**src/rtl/async_fifo_rd_stream_if.sv**
```systemverilog
// Valid/ready stream carrying words read out of async_fifo.
interface async_fifo_rd_stream_if #(
    parameter int unsigned DATA_WIDTH = 8
) ();
    logic                  m_valid;
    logic                  m_ready;
    logic [DATA_WIDTH-1:0] m_data;

    modport master (output m_valid, output m_data, input m_ready);
    modport slave  (input m_valid, input m_data, output m_ready);
endinterface

```
**src/rtl/async_fifo_rd_stream.sv**
```systemverilog
// Read-side adapter for async_fifo: turns fixed-latency rd_en/rd_data into a
// valid/ready stream through a credit-managed output buffer.
module async_fifo_rd_stream #(
    parameter int unsigned DATA_WIDTH = 8,
    parameter int unsigned RD_LATENCY = 1,
    parameter int unsigned BUF_DEPTH  = 4
) (
    input  logic                        clk,
    input  logic                        rst_n,
    output logic                        fifo_rd_en,
    input  logic [DATA_WIDTH-1:0]       fifo_rd_data,
    input  logic                        fifo_empty,
    async_fifo_rd_stream_if.master      m,
    input  logic                        flush,
    output logic [$clog2(BUF_DEPTH):0]  level,
    output logic                        overflow_err
);
    localparam int unsigned PTR_W = $clog2(BUF_DEPTH);
    localparam int unsigned LVL_W = PTR_W + 1;
    localparam int unsigned SUM_W = LVL_W + 1;

    logic [DATA_WIDTH-1:0] mem [BUF_DEPTH];
    logic [PTR_W-1:0]      head;
    logic [PTR_W-1:0]      tail;
    logic [RD_LATENCY-1:0] pend;
    logic                  m_valid_q;

    logic [LVL_W-1:0]      inflight_c;
    logic [LVL_W-1:0]      level_nxt_c;
    logic                  arrive_c;
    logic                  pop_c;
    logic                  full_c;
    logic                  wr_c;

    // Reads issued but not yet returned; counted as consumed buffer credit
    always_comb begin
        inflight_c = '0;
        for (int i = 0; i < int'(RD_LATENCY); i++) begin
            inflight_c = inflight_c + LVL_W'(pend[i]);
        end
    end

    always_comb begin
        arrive_c    = pend[RD_LATENCY-1];
        pop_c       = m_valid_q & m.m_ready;
        full_c      = (level == LVL_W'(BUF_DEPTH));
        wr_c        = arrive_c & ~(full_c & ~pop_c) & ~flush;
        level_nxt_c = level + LVL_W'(wr_c) - LVL_W'(pop_c);
        fifo_rd_en  = rst_n & ~flush & ~fifo_empty &
                      ((SUM_W'(level) + SUM_W'(inflight_c)) < SUM_W'(BUF_DEPTH));
    end

    assign m.m_valid = m_valid_q;
    assign m.m_data  = mem[head];

    // Pointers, level and in-flight shift register
    always_ff @(posedge clk or negedge rst_n) begin
        if (!rst_n) begin
            head         <= '0;
            tail         <= '0;
            level        <= '0;
            pend         <= '0;
            m_valid_q    <= 1'b0;
            overflow_err <= 1'b0;
        end else if (flush) begin
            head      <= '0;
            tail      <= '0;
            level     <= '0;
            pend      <= '0;
            m_valid_q <= 1'b0;
        end else begin
            pend      <= RD_LATENCY'({pend, fifo_rd_en});
            level     <= level_nxt_c;
            m_valid_q <= (level_nxt_c != '0);
            if (wr_c) begin
                tail <= tail + PTR_W'(1);
            end
            if (pop_c) begin
                head <= head + PTR_W'(1);
            end
            if (arrive_c && full_c && !pop_c) begin
                overflow_err <= 1'b1;
            end
        end
    end

    // Buffer storage; cleared on reset so m_data starts at zero
    always_ff @(posedge clk or negedge rst_n) begin
        if (!rst_n) begin
            for (int i = 0; i < int'(BUF_DEPTH); i++) begin
                mem[i] <= '0;
            end
        end else if (wr_c) begin
            mem[tail] <= fifo_rd_data;
        end
    end
endmodule

```
**src/flat_wrapper.sv**
```systemverilog
// flat-port wrapper written by rule: the top's interface ports become plain ports
module async_fifo_rd_stream_flat 
#(
    parameter int unsigned DATA_WIDTH = 8,
    parameter int unsigned RD_LATENCY = 1,
    parameter int unsigned BUF_DEPTH  = 4
)
  (clk, rst_n, fifo_rd_en, fifo_rd_data, fifo_empty, flush, level, overflow_err, m_m_valid, m_m_data, m_m_ready);
  async_fifo_rd_stream_if #(.DATA_WIDTH(DATA_WIDTH)) m_i ();
  input  logic clk;
  input  logic rst_n;
  output logic fifo_rd_en;
  input  logic [DATA_WIDTH-1:0] fifo_rd_data;
  input  logic fifo_empty;
  input  logic flush;
  output logic [$clog2(BUF_DEPTH):0] level;
  output logic overflow_err;
  output wire logic [$bits(m_i.m_valid)-1:0] m_m_valid;
  output wire logic [$bits(m_i.m_data)-1:0] m_m_data;
  input wire logic [$bits(m_i.m_ready)-1:0] m_m_ready;
  assign m_m_valid = m_i.m_valid;
  assign m_m_data = m_i.m_data;
  assign m_i.m_ready = m_m_ready;
  async_fifo_rd_stream #(.DATA_WIDTH(DATA_WIDTH), .RD_LATENCY(RD_LATENCY), .BUF_DEPTH(BUF_DEPTH)) u_core (.clk(clk), .rst_n(rst_n), .fifo_rd_en(fifo_rd_en), .fifo_rd_data(fifo_rd_data), .fifo_empty(fifo_empty), .m(m_i), .flush(flush), .level(level), .overflow_err(overflow_err));
endmodule
```
**config.mk**
```make
export PLATFORM = sky130hd
export DESIGN_NAME = async_fifo_rd_stream_flat
export DESIGN_NICKNAME = d
export VERILOG_FILES = /design/src/rtl/async_fifo_rd_stream_if.sv /design/src/rtl/async_fifo_rd_stream.sv /design/src/flat_wrapper.sv
export SDC_FILE = /design/constraint.sdc
export NUM_CORES = 1
export LEC_CHECK = 0
export BUFFER_PORTS_ARGS = -buffer_cell sky130_fd_sc_hd__clkbuf_2
export CAP_MARGIN = 25
export CORE_ASPECT_RATIO = 0.8
export CORE_UTILIZATION = 59
export CTS_BUF_LIST = sky130_fd_sc_hd__clkbuf_8
export CTS_CLUSTER_SIZE = 20
export DETAILED_ROUTE_END_ITERATION = 8
export MAX_ROUTING_LAYER = met4
export PLACE_DENSITY = 0.81
export SETUP_SLACK_MARGIN = 0.2
export SKIP_CTS_REPAIR_TIMING = 1
export SLEW_MARGIN = 20
export SYNTH_ARGS = -nofsm -noshare
export SYNTH_HDL_FRONTEND = slang
export SYNTH_SLANG_ARGS = --single-unit
```
**constraint.sdc**
```tcl
create_clock -name clk -period 2.5 [get_ports clk]
set_input_delay 0.125 -clock clk [delete_from_list [all_inputs] [get_ports clk]]
set_output_delay 0.125 -clock clk [all_outputs]
set_load 0.02 [all_outputs]
```
==> impl_metrics.toml <==
[setup_path]
arrival_ns = 1.93
cp_slowest_cell = "dfrtp_1"
worstPathCellList = "ha_1 -> and4b_1 -> mux2i_1 -> nor4b_1 -> clkbuf_2"
worst_setup_path_start_kind = "register"
worstPathMaxFanout = 6
critPathKind = "register to primary output"
cpPeakStageDelay_ns = 0.45
r2r_end = "u_core.m.m_valid"
reg2reg_from = "u_core.level[1]"
crit_path_end_kind = "primary output"
rrSetupSlack_ns = 0.45
worstPathRequired_ns = 2.38
worstRegToRegCells = 7

[sta]
setup_viol = 0
layout_setup_ws_ns = 0.447
layout_min_cycle_time_ns = 2.05
drv_slew = 0
clock_skew_ns = 0.00823
tns_ns = 0
hold_viol = 0
fmax_ghz = 0.487
worst_slew_pin_slew_ns = 0.598
period_share_pct = 82.1
relSlewSlack_pct = 60.1
rsz0062_at_grt = "no"

[placement]
dp_hpwl_um = 2710
portBuffers = 26
place_congestion = 0.811
place_ws_ns = 0.485
dp_cells = 202

[final_layout]
drive_above_1_share_pct = 46.2
diodes = 0
layout.cells.non_filler = 211
nets = 191
synthToLayoutAreaGrowth_pct = 13.5

[yosys]
yosys_warnings = 0
yosys.area.top_type = "dfrtp_1"
syn-cell-area_um2 = 2050
syn_avg_cell_area_um2 = 14.9
netlist_top_cells_area = "dfrtp_1 51%, mux2_2 16%, mux4_2 8.8%"
async_flop_share_pct = 100
synth_commonest_cells = "42 x dfrtp_1, 30 x mux2_2, 8 x mux4_2, 7 x ha_1, 7 x nor2_1"
synthFlopType = "dfrtp_1"
postSynthCellCount = 138
synth_edf_count = 0
ys_types = 32
ys_ff_latch = 42
synth_top_area_share_pct = 51.2
syn_nets = 159
ys_seq_area_share_pct = 51.2
yosysMostFrequentCell = "dfrtp_1"

[global_route]
grt_pass1_wl_um = 6300
grt_max_degree = 44
grt-ovfl-total = 0
grt_usage_pct = 25.9
grt_pass1_vias = 1320
grt_antenna_before_repair = 0

[routing]
drtPass1Iterations = 5
drt_iter0_drc = 78
routedWlPerCell_um = 18.1
vias = 1221
routed_wl_um = 3810
routed_via_density = 5.79
ant_nets = 0
remaining_drc_errors = 0

[die]
ios = 27
initial_core_util_pct = 64.2
die_h_um = 54.8
die_w_um = 68.0
fp.dieArea_um2 = 3720
core_area_um2 = 3200
num_rows = 18

[min_path]
min_to = "u_core.arrive_c"
whs_path_depth = 2
hold_path.class = "primary input to register"
hold_start = "fifo_empty"

[job]
cap_violations = 0

[power_and_ir_drop]
pwr_density_cell_nw_per_um2 = 921
p_leak_nw = 1.14
peakVddDrop_v = 0.000622
switching_share_pct = 34.5
p_int_mw = 1.41
clkPwrFrac_pct = 20.5
fin_total_pwr_mw = 2.15
seqPwrFrac_pct = 44.6
switching_power_mw = 0.740
combPwrFrac_pct = 34.9

[clocking]
clock-sinks = 42
cts_buffers = 5
cts_tree = "yes"
cts-htree-levels = 2
cts-root-buf = "clkbuf_8"
clock_tree.buffer_depth = 2
insertion_delay_ns = 0.30
clkTransAtPathRegs_ns = 0.07

[run_status]
status = "finished clean"
-- metal layers --
metal	global-route usage (%)	wire length, um
met1	31.1	1680
met2	42.6	1960
met3	8.13	138
met4	6.60	42
met5	-	0
-- per-stage QoR --
step | util, % | instance area (um^2) | hold slack [ns]
finish | 72.9 | 2330 | 0.0353
global route | 72.9 | 2330 | 0.0314
CTS | 72.6 | 2320 | -0.0773
detailed placement | 69.7 | 2230 | 0.245
global placement | 69.7 | 2230 | 0.227
floorplan | - | 2050 | -0.171
-- cell usage in the layout (no fill, tap or decap) --
cell,instances
nand2b_1,1
nor2_1,7
inv_1,7
nor3b_1,1
o211ai_4,4
a211o_1,1
mux2_1,2
clkbuf_8,6
and4b_1,1
a21o_1,1
clkinv_2,1
a21oi_1,1
o211ai_1,1
or4_1,1
a32oi_1,1
a31oi_1,1
nand3_1,3
mux4_2,8
ha_1,7
and2_1,1
nor4_1,1
or3b_1,1
buf_4,4
nor2b_1,2
fa_1,1
dfrtp_1,42
xor2_1,1
nor4b_1,2
xnor2_1,2
clkbuf_2,26
dlygate4sd3_1,1
nand4b_1,1
mux2i_1,1
mux2_2,30
-- kinds of logic (layout without fill, tap and decap cells) --
kind of cell	Yosys count	after routing	share of synthesized area, %
compound gates	10	10	6.28
xor+xnor	3	3	1.28
fa+ha+maj	8	8	5.24
buf+inv	12	45	2.74
flops	42	42	51.2
mux	41	41	26.8
simple gates	22	22	6.46
-- state kept, by name, indices dropped and copies added, names as in the netlist --
register	count
u_core.arrive_c	1
u_core.level	3
u_core.m.m_valid	1
u_core.tail	2
u_core.mem	32
u_core.overflow_err	1
u_core.head	2
-- area by class of cell --
cell class,count,area [um^2]
Clock buffer,6,82.6
Multi-Input combinational cell,84,946
Timing Repair Buffer,31,170
Clock inverter,2,8.76
Tap cell,40,50.0
Inverter,6,22.5
Sequential cell,42,1050
Fill cell,213,867
-- worst max-delay path, delay by kind of cell (launching register included) --
kind                     cells  cell delay (ns)
multiplexers                 1             0.10
adder cells (fa/ha/maj)      1             0.23
buffers and inverters        1             0.24
flip-flops                   1             0.45
AND/OR/NAND/NOR              2             0.62
-- worst max-delay path by stage --
stage	startpoint	to	slack, ns	cells past startpoint
2_1_floorplan	u_core.m.m_valid	u_core.m.m_valid	0.36	9
3_3_place_gp	u_core.m.m_valid	u_core.m.m_valid	0.58	8
3_5_place_dp	u_core.level[1]	u_core.m.m_valid	0.48	7
4_1_cts	u_core.level[1]	fifo_rd_en	0.43	5
5_1_grt	u_core.level[1]	u_core.m.m_valid	0.30	7
6_report	u_core.level[1]	fifo_rd_en	0.45	5
-- power by group through the flow --
stage | clock (mW) | sequential, mW | combinational (mW)
finish | 0.441 | 0.957 | 0.749
global route | 0.478 | 0.981 | 0.820
CTS | 0.451 | 0.958 | 0.754
detailed placement | 0 | 0.970 | 0.752
global placement | 0 | 0.953 | 0.720
floorplan | 0 | 0.946 | 0.547
(Power assumes the default switching activity.)
